<file path="config.mk">
export PLATFORM = sky130hd
export DESIGN_NAME = serial_weighted_acc
export DESIGN_NICKNAME = d
export VERILOG_FILES = /design/src/rtl/serial_weighted_acc.sv
export SDC_FILE = /design/constraint.sdc
export NUM_CORES = 1
export LEC_CHECK = 0
export ABC_AREA = 0
export BUFFER_PORTS_ARGS = -buffer_cell sky130_fd_sc_hd__buf_2
export CAP_MARGIN = 0
export CORE_ASPECT_RATIO = 0.5
export CORE_MARGIN = 1
export CORE_UTILIZATION = 50
export CTS_BUF_LIST = sky130_fd_sc_hd__clkbuf_8
export CTS_CLUSTER_DIAMETER = 200
export CTS_CLUSTER_SIZE = 28
export DETAILED_ROUTE_END_ITERATION = 8
export PLACE_DENSITY = 0.68
export SETUP_SLACK_MARGIN = 0.1
export SLEW_MARGIN = 20
export SYNTH_ARGS = -nofsm -noshare
export SYNTH_HDL_FRONTEND = slang
export SYNTH_SLANG_ARGS = --single-unit
</file>
<file path="constraint.sdc">
create_clock -name Clk -period 4.2 [get_ports Clk]
set_input_delay 0.21 -clock Clk [delete_from_list [all_inputs] [get_ports Clk]]
set_output_delay 0.21 -clock Clk [all_outputs]
set_load 0.01 [all_outputs]
</file>
<file path="src/rtl/serial_weighted_acc.sv">
// Bit-serial weighted accumulator. Each element takes ACC_W cycles: 32 cycles
// of LSB-first serial operand bits followed by ACC_W-32 cycles of sign
// extension. The accumulator rotates one bit per cycle through a full adder,
// so after ACC_W steps it is back in alignment. Every NUM_ELEM elements the
// row sum is published on Result.
module serial_weighted_acc #(
  parameter int ACC_W    = 40,
  parameter int NUM_ELEM = 8,
  parameter int CNT_W    = $clog2(NUM_ELEM + 1)
) (
  input  logic             Clk,
  input  logic             Rst,
  input  logic             Clear,
  input  logic             Elem_Start,
  input  logic [1:0]       Weight,
  input  logic             Serial_In,
  input  logic             Serial_In_neg,
  output logic             Busy,
  output logic             Elem_Done,
  output logic             Done,
  output logic [ACC_W-1:0] Result,
  output logic             Result_Valid
);

  localparam int BCNT_W = $clog2(ACC_W);
  localparam logic [BCNT_W-1:0] SHIFT_LAST = BCNT_W'(31);
  localparam logic [BCNT_W-1:0] STEP_LAST  = BCNT_W'(ACC_W - 1);
  localparam logic [CNT_W-1:0]  ELEM_LAST  = CNT_W'(NUM_ELEM - 1);

  typedef enum logic [1:0] {IDLE, SHIFT, EXT} state_t;

  state_t            state;
  logic [ACC_W-1:0]  acc;
  logic              carry;
  logic [BCNT_W-1:0] bcnt;
  logic [CNT_W-1:0]  ecnt;
  logic              sel_pos;
  logic              sel_neg;
  logic              op_ext;

  logic              op_bit;
  logic              sum_bit;
  logic              carry_next;
  logic [ACC_W-1:0]  acc_next;

  // Operand mux: live serial bit during SHIFT, held sign bit during EXT.
  // Reserved weight 10 never sets either select, so it contributes zero.
  assign op_bit     = (state == SHIFT) ? ((sel_pos & Serial_In) | (sel_neg & Serial_In_neg))
                                       : op_ext;
  assign sum_bit    = acc[0] ^ op_bit ^ carry;
  assign carry_next = (acc[0] & op_bit) | (acc[0] & carry) | (op_bit & carry);
  assign acc_next   = {sum_bit, acc[ACC_W-1:1]};

  // Control FSM, serial adder datapath and registered outputs.
  always_ff @(posedge Clk or posedge Rst) begin
    if (Rst) begin
      state        <= IDLE;
      acc          <= '0;
      carry        <= 1'b0;
      bcnt         <= '0;
      ecnt         <= '0;
      sel_pos      <= 1'b0;
      sel_neg      <= 1'b0;
      op_ext       <= 1'b0;
      Busy         <= 1'b0;
      Elem_Done    <= 1'b0;
      Done         <= 1'b0;
      Result       <= '0;
      Result_Valid <= 1'b0;
    end else begin
      Elem_Done <= 1'b0;
      Done      <= 1'b0;
      if (Clear) begin
        // Abort everything except the last published Result.
        state        <= IDLE;
        acc          <= '0;
        carry        <= 1'b0;
        bcnt         <= '0;
        ecnt         <= '0;
        Busy         <= 1'b0;
        Result_Valid <= 1'b0;
      end else begin
        case (state)
          IDLE: begin
            if (Elem_Start) begin
              sel_pos      <= (Weight == 2'b01);
              sel_neg      <= (Weight == 2'b11);
              carry        <= 1'b0;
              bcnt         <= '0;
              Busy         <= 1'b1;
              Result_Valid <= 1'b0;
              state        <= SHIFT;
            end
          end
          SHIFT: begin
            acc   <= acc_next;
            carry <= carry_next;
            bcnt  <= bcnt + 1'b1;
            if (bcnt == SHIFT_LAST) begin
              // Bit 31 is the sign; replay it for the extension phase.
              op_ext <= op_bit;
              state  <= EXT;
            end
          end
          EXT: begin
            acc   <= acc_next;
            carry <= carry_next;
            bcnt  <= bcnt + 1'b1;
            if (bcnt == STEP_LAST) begin
              state     <= IDLE;
              bcnt      <= '0;
              Busy      <= 1'b0;
              Elem_Done <= 1'b1;
              if (ecnt == ELEM_LAST) begin
                Done         <= 1'b1;
                Result       <= acc_next;
                Result_Valid <= 1'b1;
                acc          <= '0;
                ecnt         <= '0;
              end else begin
                ecnt <= ecnt + 1'b1;
              end
            end
          end
          default: state <= IDLE;
        endcase
      end
    end
  end

endmodule

</file>
**Word-level counts from Yosys, hierarchy flattened**

Index checks and enable logic that the tools add are counted.

- Bits of input ports: 8
- Register bits after elaboration: 100

- Add/subtract/negate cells: 2
- Equal/unequal tests: 11
- Reduce and logical (&&, ||, !) cells: 17
- Bitwise operators: 11
- Multiplexer cells: 36

Operators by type and width:

| cell | number |
|---|---|
| $mux W40 | 3 |
| $pmux W40 S2 | 1 |
| $mux W6 | 3 |
| $pmux W6 S3 | 1 |
| $mux W1 | 16 |
| $mux W4 | 4 |
| $reduce_and A3 Y1 | 4 |
| $ne A3 B3 Y1 const B | 3 |
| $reduce_bool A3 Y1 | 3 |
| $mux W2 | 4 |
| $reduce_and A4 Y1 | 2 |
| $add A6 B1 Y6 const B | 1 |
| $eq A6 B5 Y1 const B | 1 |
| $eq A6 B6 Y1 const B | 1 |
| $pmux W1 S2 | 3 |
| $pmux W2 S3 | 1 |
| $reduce_and A2 Y1 | 3 |
| $and A1 B1 Y1 | 5 |
| $add A4 B1 Y4 const B | 1 |
| $eq A2 B1 Y1 const B | 2 |
| $eq A2 B2 Y1 const B | 2 |
| $eq A4 B3 Y1 const B | 1 |
| $reduce_bool A2 Y1 | 2 |
| $reduce_bool A4 Y1 | 1 |
| 6 further kinds | 9 |

**Logic depth before layout (Yosys ltp)**

Gate-level depths: netlist of run 1.

- Depth in word-level cells: 9
- Depth in mapped cells: 9

**Least setup slack after synthesis of run 1**

OpenSTA, ideal clock, no wires.

- Path type: register to register
- Start point: register state[0]
- End point: register Result[0]
- Data required time: 4075 ps
- Path slack: 2226 ps
- Stages on the path, launching flop included: 8
- Path buffers: 2
- Clock period less this slack: 1974 ps
- Arrival time: 1849 ps
- Library setup time: 125 ps
- Cell sequence: dfrtp_1 inv_1 ha_1 buf_4 nand4b_1 nor4_4 buf_6 mux2_2

- Cells in the longest elaborated chain, start to end: 2

RTL lines:

| element | RTL line | text |
|---|---|---|
| start, declared | 32 | `state_t state;` |
| start signal, assigned | 57 | `state <= IDLE;` |
| start signal, assigned | 75 | `state <= IDLE;` |
| start signal, assigned | 92 | `state <= SHIFT;` |
| $eq A2 B2 Y1 | 83 | `case (state)` |
| $reduce_and A4 Y1 (no source line) | n/a |  |
| end signal, assigned | 116 | `Result <= acc_next;` |
| end, declared | 21 | `output logic [ACC_W-1:0] Result,` |

Every way passes these cells.
A chain may end at the register's enable or synchronous reset.

**Worst setup path after layout of run 1**

- Start point: register state[0]
- End point: register Result[27]

Same word-level chain as after synthesis.

==> results.ini, run 1 <==
[run_status]
status = finished clean

[critical_path]
worstReg2RegEnd = Result[27]$_DFFE_PP0P_
reg_to_reg_critical_path_startpoint = state[0]$_DFFE_PP0P_
crit_path_max_fanout = 42
worst-setup-path-type = flip-flop to flip-flop
setup.worst_path.start_class = flip-flop
ff2ff_path_depth = 6
reg2reg_slack_ps = 1860
cp_data_required_time_ps = 4460
cp.arrival_ps = 2600
endpoint_kind = flip-flop

[clock_tree]
clk_sinks = 100
insertion_delay_ps = 370
ctsRootBufferMaster = sky130_fd_sc_hd__clkbuf_8
cts_buffer_depth = 2
htree_levels = 3
post_cts_hold_buffer_count = 1
postCtsSetupBuffers = 0
cts.clk_slew.worst_paths_ps = 100
cts_repair_resizes = 0
clock_buffer_count_from_cts = 9
tritoncts = done

[logic_synthesis]
synth_top_family_by_area = compound AO/OA/AOI/OAI gates
synth_warnings = 0
async_flop_share_pct = 100
synth_cells = 300
post_synth_fa_ha_maj_area_fraction_pct = 2.31
ys_seq_elements = 100
nets_in_the_synthesized_netlist = 315
syn_avg_cell_area_um2 = 13.7
synthMuxAreaShare_pct = 11.7
synth_sequential_area_ratio_pct = 60.8
yosys_most_used_dff = sky130_fd_sc_hd__dfrtp_1
synth-compound-area-share_pct = 13.4
cell_area_after_technology_mapping_mm2 = 0.00411
synth_xor_xnor_area_share_pct = 0.213
yosys.area_share.simple_pct = 7.76
synth_edf_count = 0
count_of_cell_types_in_the_netlist = 46

[final_layout]
layout_commonest_cell = sky130_fd_sc_hd__dfrtp_1
area.sequential_mm2 = 0.00250
drive_above_1_share_pct = 32.9
area_delta_synth_final_pct = 14.0
finish.utilization_pct = 61.2
post_layout_nonfiller_instances = 461
nets = 363
layout.cells.most_common_list = sky130_fd_sc_hd__dfrtp_1 (100), sky130_fd_sc_hd__buf_2 (51), sky130_fd_sc_hd__a22o_1 (41), sky130_fd_sc_hd__mux2_2 (36), sky130_fd_sc_hd__nand2_1 (10)
fillers = 605
antennaDiodeCount = 0
multiInputGateArea_mm2 = 0.00146

[floorplan]
floorplan.io_pins = 52
floorplan.rows = 22
die_h_um = 66.1
total_die_area_mm2 = 0.00861
core_region_area_mm2 = 0.00765
fp.dieW_um = 130
floorplan.initialDensity_pct = 53.7

[sta]
worst_clock_skew_ps = 7.59
timing.final.crit_share_pct = 55.8
report.final.setup_viol = 0
slew_headroom_pct = 50.6
finalWorstPathRequiredPeriod_ps = 2340
fin_tns_setup_ps = 0
timing_hold_violations_final = 0
worst-slew-pin-transition_ps = 740
final-max-slew-violation-count = 0
rsz0062_at_grt = false
achievable-frequency_mhz = 427

[drt]
finalWirelength_um = 7090
routed_wire_length_per_instance_um = 15.4
antenna_violating_nets_left = 0
drt_pass1_iterations = 4
detail_route.drc_violations = 0
drt-initial-drc-count = 171
routed-via-count = 2538
via_per_inst = 5.51

[pwr]
power_density_mw_per_mm2 = 411
post-layout-total-power_mw = 1.92
p_leak_nw = 2.40
worst_ir_drop_vdd_v = 0.000187

[worst_hold_path]
holdCritStartpoint = Weight[0]
min_path_type = input pin to flip-flop
holdPathStages = 3
worst_hold_path.endpoint = sel_neg$_DFFE_PP0P_

[grt]
global_route.usage.total_pct = 18.4
first_global_vias = 2533
grt_start_max_net_pins = 64
grt_overflow_total = 0
grt_pass1_wl_um = 11900
grt_antenna_before_repair = 0

[placed_design]
place_congestion = 0.785
dp_hpwl_um = 4590
placedCellCount = 444
io_buffers = 51

[run]
maxCapViolCount = 0

## synthesized netlist by cell type, types with 5 or more instances
master / instances / area [um^2]
sky130_fd_sc_hd__a22o_1: 41 / 359
sky130_fd_sc_hd__nor2_1: 8 / 30.0
sky130_fd_sc_hd__nand2_1: 10 / 37.5
sky130_fd_sc_hd__inv_1: 9 / 33.8
sky130_fd_sc_hd__mux2_2: 36 / 405
sky130_fd_sc_hd__clkbuf_1: 7 / 26.3
sky130_fd_sc_hd__o21ai_0: 7 / 35.0
sky130_fd_sc_hd__dfrtp_1: 100 / 2500
sky130_fd_sc_hd__nor3_1: 9 / 45.0
sky130_fd_sc_hd__nand2b_1: 5 / 31.3
sky130_fd_sc_hd__buf_6: 5 / 56.3
sky130_fd_sc_hd__ha_1: 6 / 75.1
sky130_fd_sc_hd__nand3_1: 5 / 25.0
## logic make-up after synthesis
family,Yosys count
flip-flops,100
AO/OA/AOI/OAI,69
AND/OR/NAND/NOR,52
multiplexers,43
buffers and inverters,28
adder cells (fa/ha/maj),7
XOR/XNOR,1
## area by class of cell
class	count	share of cell area [%]
flip-flops and latches	100	53.4
multi-input cells	172	31.2
repair buffers	56	6.30
well taps	108	2.88
clock inverters	7	2.78
clock buffers	9	2.64
inverters	9	0.774
## stage by stage
| stage | instance area, um^2 | setup WS [ps] | hold WS [ps] |
|---|---|---|---|
| after floorplan | 4110 | 1370 | 346 |
| final | 4690 | 1860 | 99.3 |
| after global routing | 4690 | 1710 | 111 |
| after global placement | 4420 | 1980 | 379 |
| after CTS | 4690 | 1870 | 93.4 |
| after detailed placement | 4420 | 1880 | 403 |
## metal layers
layer,global-route usage [%],wire length [um]
met1,24.4,3480
met2,28.7,3240
met3,5.58,265
met4,6.69,93
met5,0,0
## report_power, final
group          switching (mW)  internal [mW]  leakage, nW
Clock                   0.345          0.407        0.128
Combinational           0.135         0.0524        0.884
Sequential            0.00974          0.976         1.39
Total                   0.490           1.44         2.40
## registers in the layout, indices dropped and copies added (netlist names)
signal / count
acc: 40
Result: 40
bcnt: 6
ecnt: 4
Busy: 1
sel_neg: 1
op_ext: 1
Result_Valid: 1
Elem_Done: 1
carry: 1
sel_pos: 1
state: 2
Done: 1
## worst max path at each step
stage	startpoint	slack, ps	to
2_1_floorplan	Rst	1370	Busy$_DFFE_PP0P_
3_3_place_gp	state[0]$_DFFE_PP0P_	1980	Result[23]$_DFFE_PP0P_
3_5_place_dp	state[0]$_DFFE_PP0P_	1880	Result[16]$_DFFE_PP0P_
4_1_cts	state[0]$_DFFE_PP0P_	1870	Result[27]$_DFFE_PP0P_
5_1_grt	state[0]$_DFFE_PP0P_	1710	Result[27]$_DFFE_PP0P_
6_report	state[0]$_DFFE_PP0P_	1860	Result[27]$_DFFE_PP0P_
## critical path, cell delays in order (launching register included)
cell and delay (ps):
sky130_fd_sc_hd__dfrtp_1 420, sky130_fd_sc_hd__inv_1 150, sky130_fd_sc_hd__ha_1 340, sky130_fd_sc_hd__nand4b_1 230, sky130_fd_sc_hd__nor4_4 170, sky130_fd_sc_hd__buf_4 480, sky130_fd_sc_hd__mux2_2 410
(Power assumes the default switching activity.)
==> run 2: changes to the inputs <==
--- a/config.mk
+++ b/config.mk
@@ -15,7 +15,7 @@
 export CTS_CLUSTER_DIAMETER = 200
 export CTS_CLUSTER_SIZE = 28
 export DETAILED_ROUTE_END_ITERATION = 8
-export PLACE_DENSITY = 0.68
+export PLACE_DENSITY = 0.71
 export SETUP_SLACK_MARGIN = 0.1
 export SLEW_MARGIN = 20
 export SYNTH_ARGS = -nofsm -noshare
==> constraint.sdc (replaced) <==
create_clock -name Clk -period 1.9 [get_ports Clk]
set_input_delay 0.095 -clock Clk [delete_from_list [all_inputs] [get_ports Clk]]
set_output_delay 0.095 -clock Clk [all_outputs]
set_load 0.01 [all_outputs]
==> results.ini, run 2 (synthesis gave the netlist of run 1 again) <==
[sta]
final_critical_path_setup_slack_ps = -53.1  ; was 1860 ps
final-max-slew-violation-count = 0  ; unchanged
slew_headroom_pct = 66.1  ; was 50.6%
rsz0062_at_grt = true  ; was false
worst-slew-pin-transition_ps = 508  ; was 740 ps
achievable-frequency_mhz = 512  ; was 427 MHz
timing_hold_violations_final = 0  ; unchanged
fin_tns_setup_ps = -1010  ; was 0 ps
finalWorstPathRequiredPeriod_ps = 1950  ; was 2340 ps
report.final.setup_viol = 33  ; was 0
worst_clock_skew_ps = 11.2  ; was 7.59 ps
timing.final.crit_share_pct = 103  ; was 55.8%

[final_layout]
layout_commonest_cell = sky130_fd_sc_hd__dfrtp_1  ; unchanged
antennaDiodeCount = 0  ; unchanged
area_delta_synth_final_pct = 32.8  ; was 14.0%
layout.cells.most_common_list = sky130_fd_sc_hd__dfrtp_1 (99), sky130_fd_sc_hd__buf_2 (51), sky130_fd_sc_hd__a22o_1 (41), sky130_fd_sc_hd__buf_4 (29), sky130_fd_sc_hd__mux2_2 (20)  ; was sky130_fd_sc_hd__dfrtp_1 (100), sky130_fd_sc_hd__buf_2 (51), sky130_fd_sc_hd__a22o_1 (41), sky130_fd_sc_hd__mux2_2 (36), sky130_fd_sc_hd__nand2_1 (10)
biggestRegsByFlops = Result x40, acc x40, bcnt x6  ; unchanged
post_layout_nonfiller_instances = 509  ; was 461
drive_above_1_share_pct = 46.6  ; was 32.9%
nets = 411  ; was 363

[placed_design]
place_congestion = 0.894  ; was 0.785
placedCellCount = 458  ; was 444
dp_hpwl_um = 5060  ; was 4590 um
detailedPlace.worstSlack_ps = -22.0  ; was 1880 ps
io_buffers = 51  ; unchanged

[critical_path]
worst-setup-path-type = flip-flop to flip-flop  ; unchanged
setup.worst_path.start_class = flip-flop  ; unchanged
reg2reg_slack_ps = -50  ; was 1860 ps
cp.arrival_ps = 2210  ; was 2600 ps
ff2ff_path_depth = 8  ; was 6
endpoint_kind = flip-flop  ; unchanged
crit_path_max_fanout = 5  ; was 42
cp_data_required_time_ps = 2160  ; was 4460 ps

[drt]
antenna_violating_nets_left = 0  ; unchanged
finalWirelength_um = 9370  ; was 7090 um
detail_route.drc_violations = 0  ; unchanged
routed_wire_length_per_instance_um = 18.4  ; was 15.4 um
drt_pass1_iterations = 4  ; unchanged
via_per_inst = 5.65  ; was 5.51
drt-initial-drc-count = 185  ; was 171
routed-via-count = 2874  ; was 2538

[grt]
grt_antenna_before_repair = 0  ; unchanged
grt_start_max_net_pins = 41  ; was 64
grt_overflow_total = 0  ; unchanged
grt_pass1_wl_um = 14100  ; was 11900 um
first_global_vias = 2810  ; was 2533
global_route.usage.total_pct = 22.3  ; was 18.4%

[clock_tree]
cts.clk_slew.worst_paths_ps = 90  ; was 100 ps
cts_buffer_depth = 2  ; unchanged
clk_sinks = 100  ; unchanged
clock_buffer_count_from_cts = 9  ; unchanged
insertion_delay_ps = 370  ; about the same
ctsRootBufferMaster = sky130_fd_sc_hd__clkbuf_8  ; unchanged
htree_levels = 3  ; unchanged
tritoncts = done  ; unchanged

[run]
maxCapViolCount = 0  ; unchanged

[pwr]
switching_power_mw = 1.19  ; was 0.490 mW
sw_frac_of_total_pct = 27.2  ; was 25.4%
power_density_mw_per_mm2 = 800  ; was 411 mW/mm^2
worst_ir_drop_vdd_v = 0.000381  ; was 0.000187 V
share_comb_of_total_power_pct = 17.3  ; was 9.7%
seq_power_share_pct = 49.8  ; was 51.2%
p_leak_nw = 2.72  ; was 2.40 nW
power.share.clock_pct = 32.9  ; was 39.1%
intPower_mw = 3.18  ; was 1.44 mW

[floorplan]
floorplan.rows = 22  ; unchanged
core_region_area_mm2 = 0.00765  ; unchanged
die_h_um = 66.1  ; unchanged
fp.dieW_um = 130  ; unchanged
floorplan.initialDensity_pct = 53.7  ; unchanged
total_die_area_mm2 = 0.00861  ; unchanged
floorplan.io_pins = 52  ; unchanged

[run_status]
failed_checks = negative setup slack
status = finished with violations  ; was finished clean

[worst_hold_path]
holdPathStages = 3  ; unchanged
min_path_type = input pin to flip-flop  ; unchanged

-- run 2: cell types whose count changed in the layout (fill, tap and decap cells not counted), sizes merged --
cell and delta:
inv -2, clkbuf +4, bufinv -2, clkinv +1, buf +42, dlygate4sd3 +4
clkinvlp +1
-- run 2: stage by stage --
step	power [mW]	instance area (um^2)	utilization (%)	hold slack, ps
5_1_grt	4.53	5460	71.4	183
4_1_cts	4.24	5150	67.4	105
3_3_place_gp	2.72	4620	60.3	149
6_report	4.37	5460	71.4	174
3_5_place_dp	2.74	4620	60.3	161
2_1_floorplan	2.56	4150	-	231
-- run 2: worst paths after layout --
kind | from | to
worst max-delay path | state[0]$_DFFE_PP0P_ | Result[21]$_DFFE_PP0P_
worst max register to register | state[0]$_DFFE_PP0P_ | Result[21]$_DFFE_PP0P_
worst min-delay path | Elem_Start | sel_neg$_DFFE_PP0P_
worst min register to register | sel_pos$_DFFE_PP0P_ | sel_pos$_DFFE_PP0P_
min in group asynchronous | Rst | acc[5]$_DFFE_PP0P_
max in group asynchronous | Rst | ecnt[0]$_DFFE_PP0P_
-- run 2: area by class of cell --
| cell class | count | area, um^2 |
|---|---|---|
| Sequential cell | 100 | 2500 |
| Fill cell | 495 | 2190 |
| Multi-Input combinational cell | 172 | 1720 |
| Timing Repair Buffer | 104 | 846 |
| Clock buffer | 11 | 151 |
| Tap cell | 108 | 135 |
| Clock inverter | 5 | 67.6 |
| Inverter | 9 | 42.5 |
-- run 2: per-layer routing --
metal	vias up	global-route usage, %	part of all wire, %
li1	1293	-	-
met1	1495	28.1	45
met2	66	36.6	49
met3	20	6.88	3.7
met4	0	8.14	2.2
met5	-	0	0
-- run 2: worst max-delay path: stages (launching register included) --
cell and delay, ps:
sky130_fd_sc_hd__dfrtp_1 400, sky130_fd_sc_hd__inv_2 80, sky130_fd_sc_hd__ha_4 140, sky130_fd_sc_hd__nand4b_1 190
sky130_fd_sc_hd__nor4_4 280, sky130_fd_sc_hd__buf_4 210, sky130_fd_sc_hd__buf_6 110, sky130_fd_sc_hd__buf_8 120
sky130_fd_sc_hd__mux2_4 310
-- run 2: power groups by stage --
| stage | logic (mW) | clock network, mW | registers, mW |
|---|---|---|---|
| after CTS | 0.598 | 1.47 | 2.18 |
| after global placement | 0.503 | 0 | 2.22 |
| after detailed placement | 0.516 | 0 | 2.23 |
| after global routing | 0.808 | 1.55 | 2.18 |
| final | 0.755 | 1.44 | 2.18 |
| after floorplan | 0.342 | 0 | 2.22 |
-- run 2: what timing repair did --
item / 4_1_cts / 5_1_grt
endpoints found under the hold margin: 22 / 0
pin swaps: 2 / 13
cloned: 3 / 2
hold buffers: 5 / 0
gates resized for setup: 21 / 42
endpoints found under the setup margin: 64 / 91
setup buffers: 17 / 10
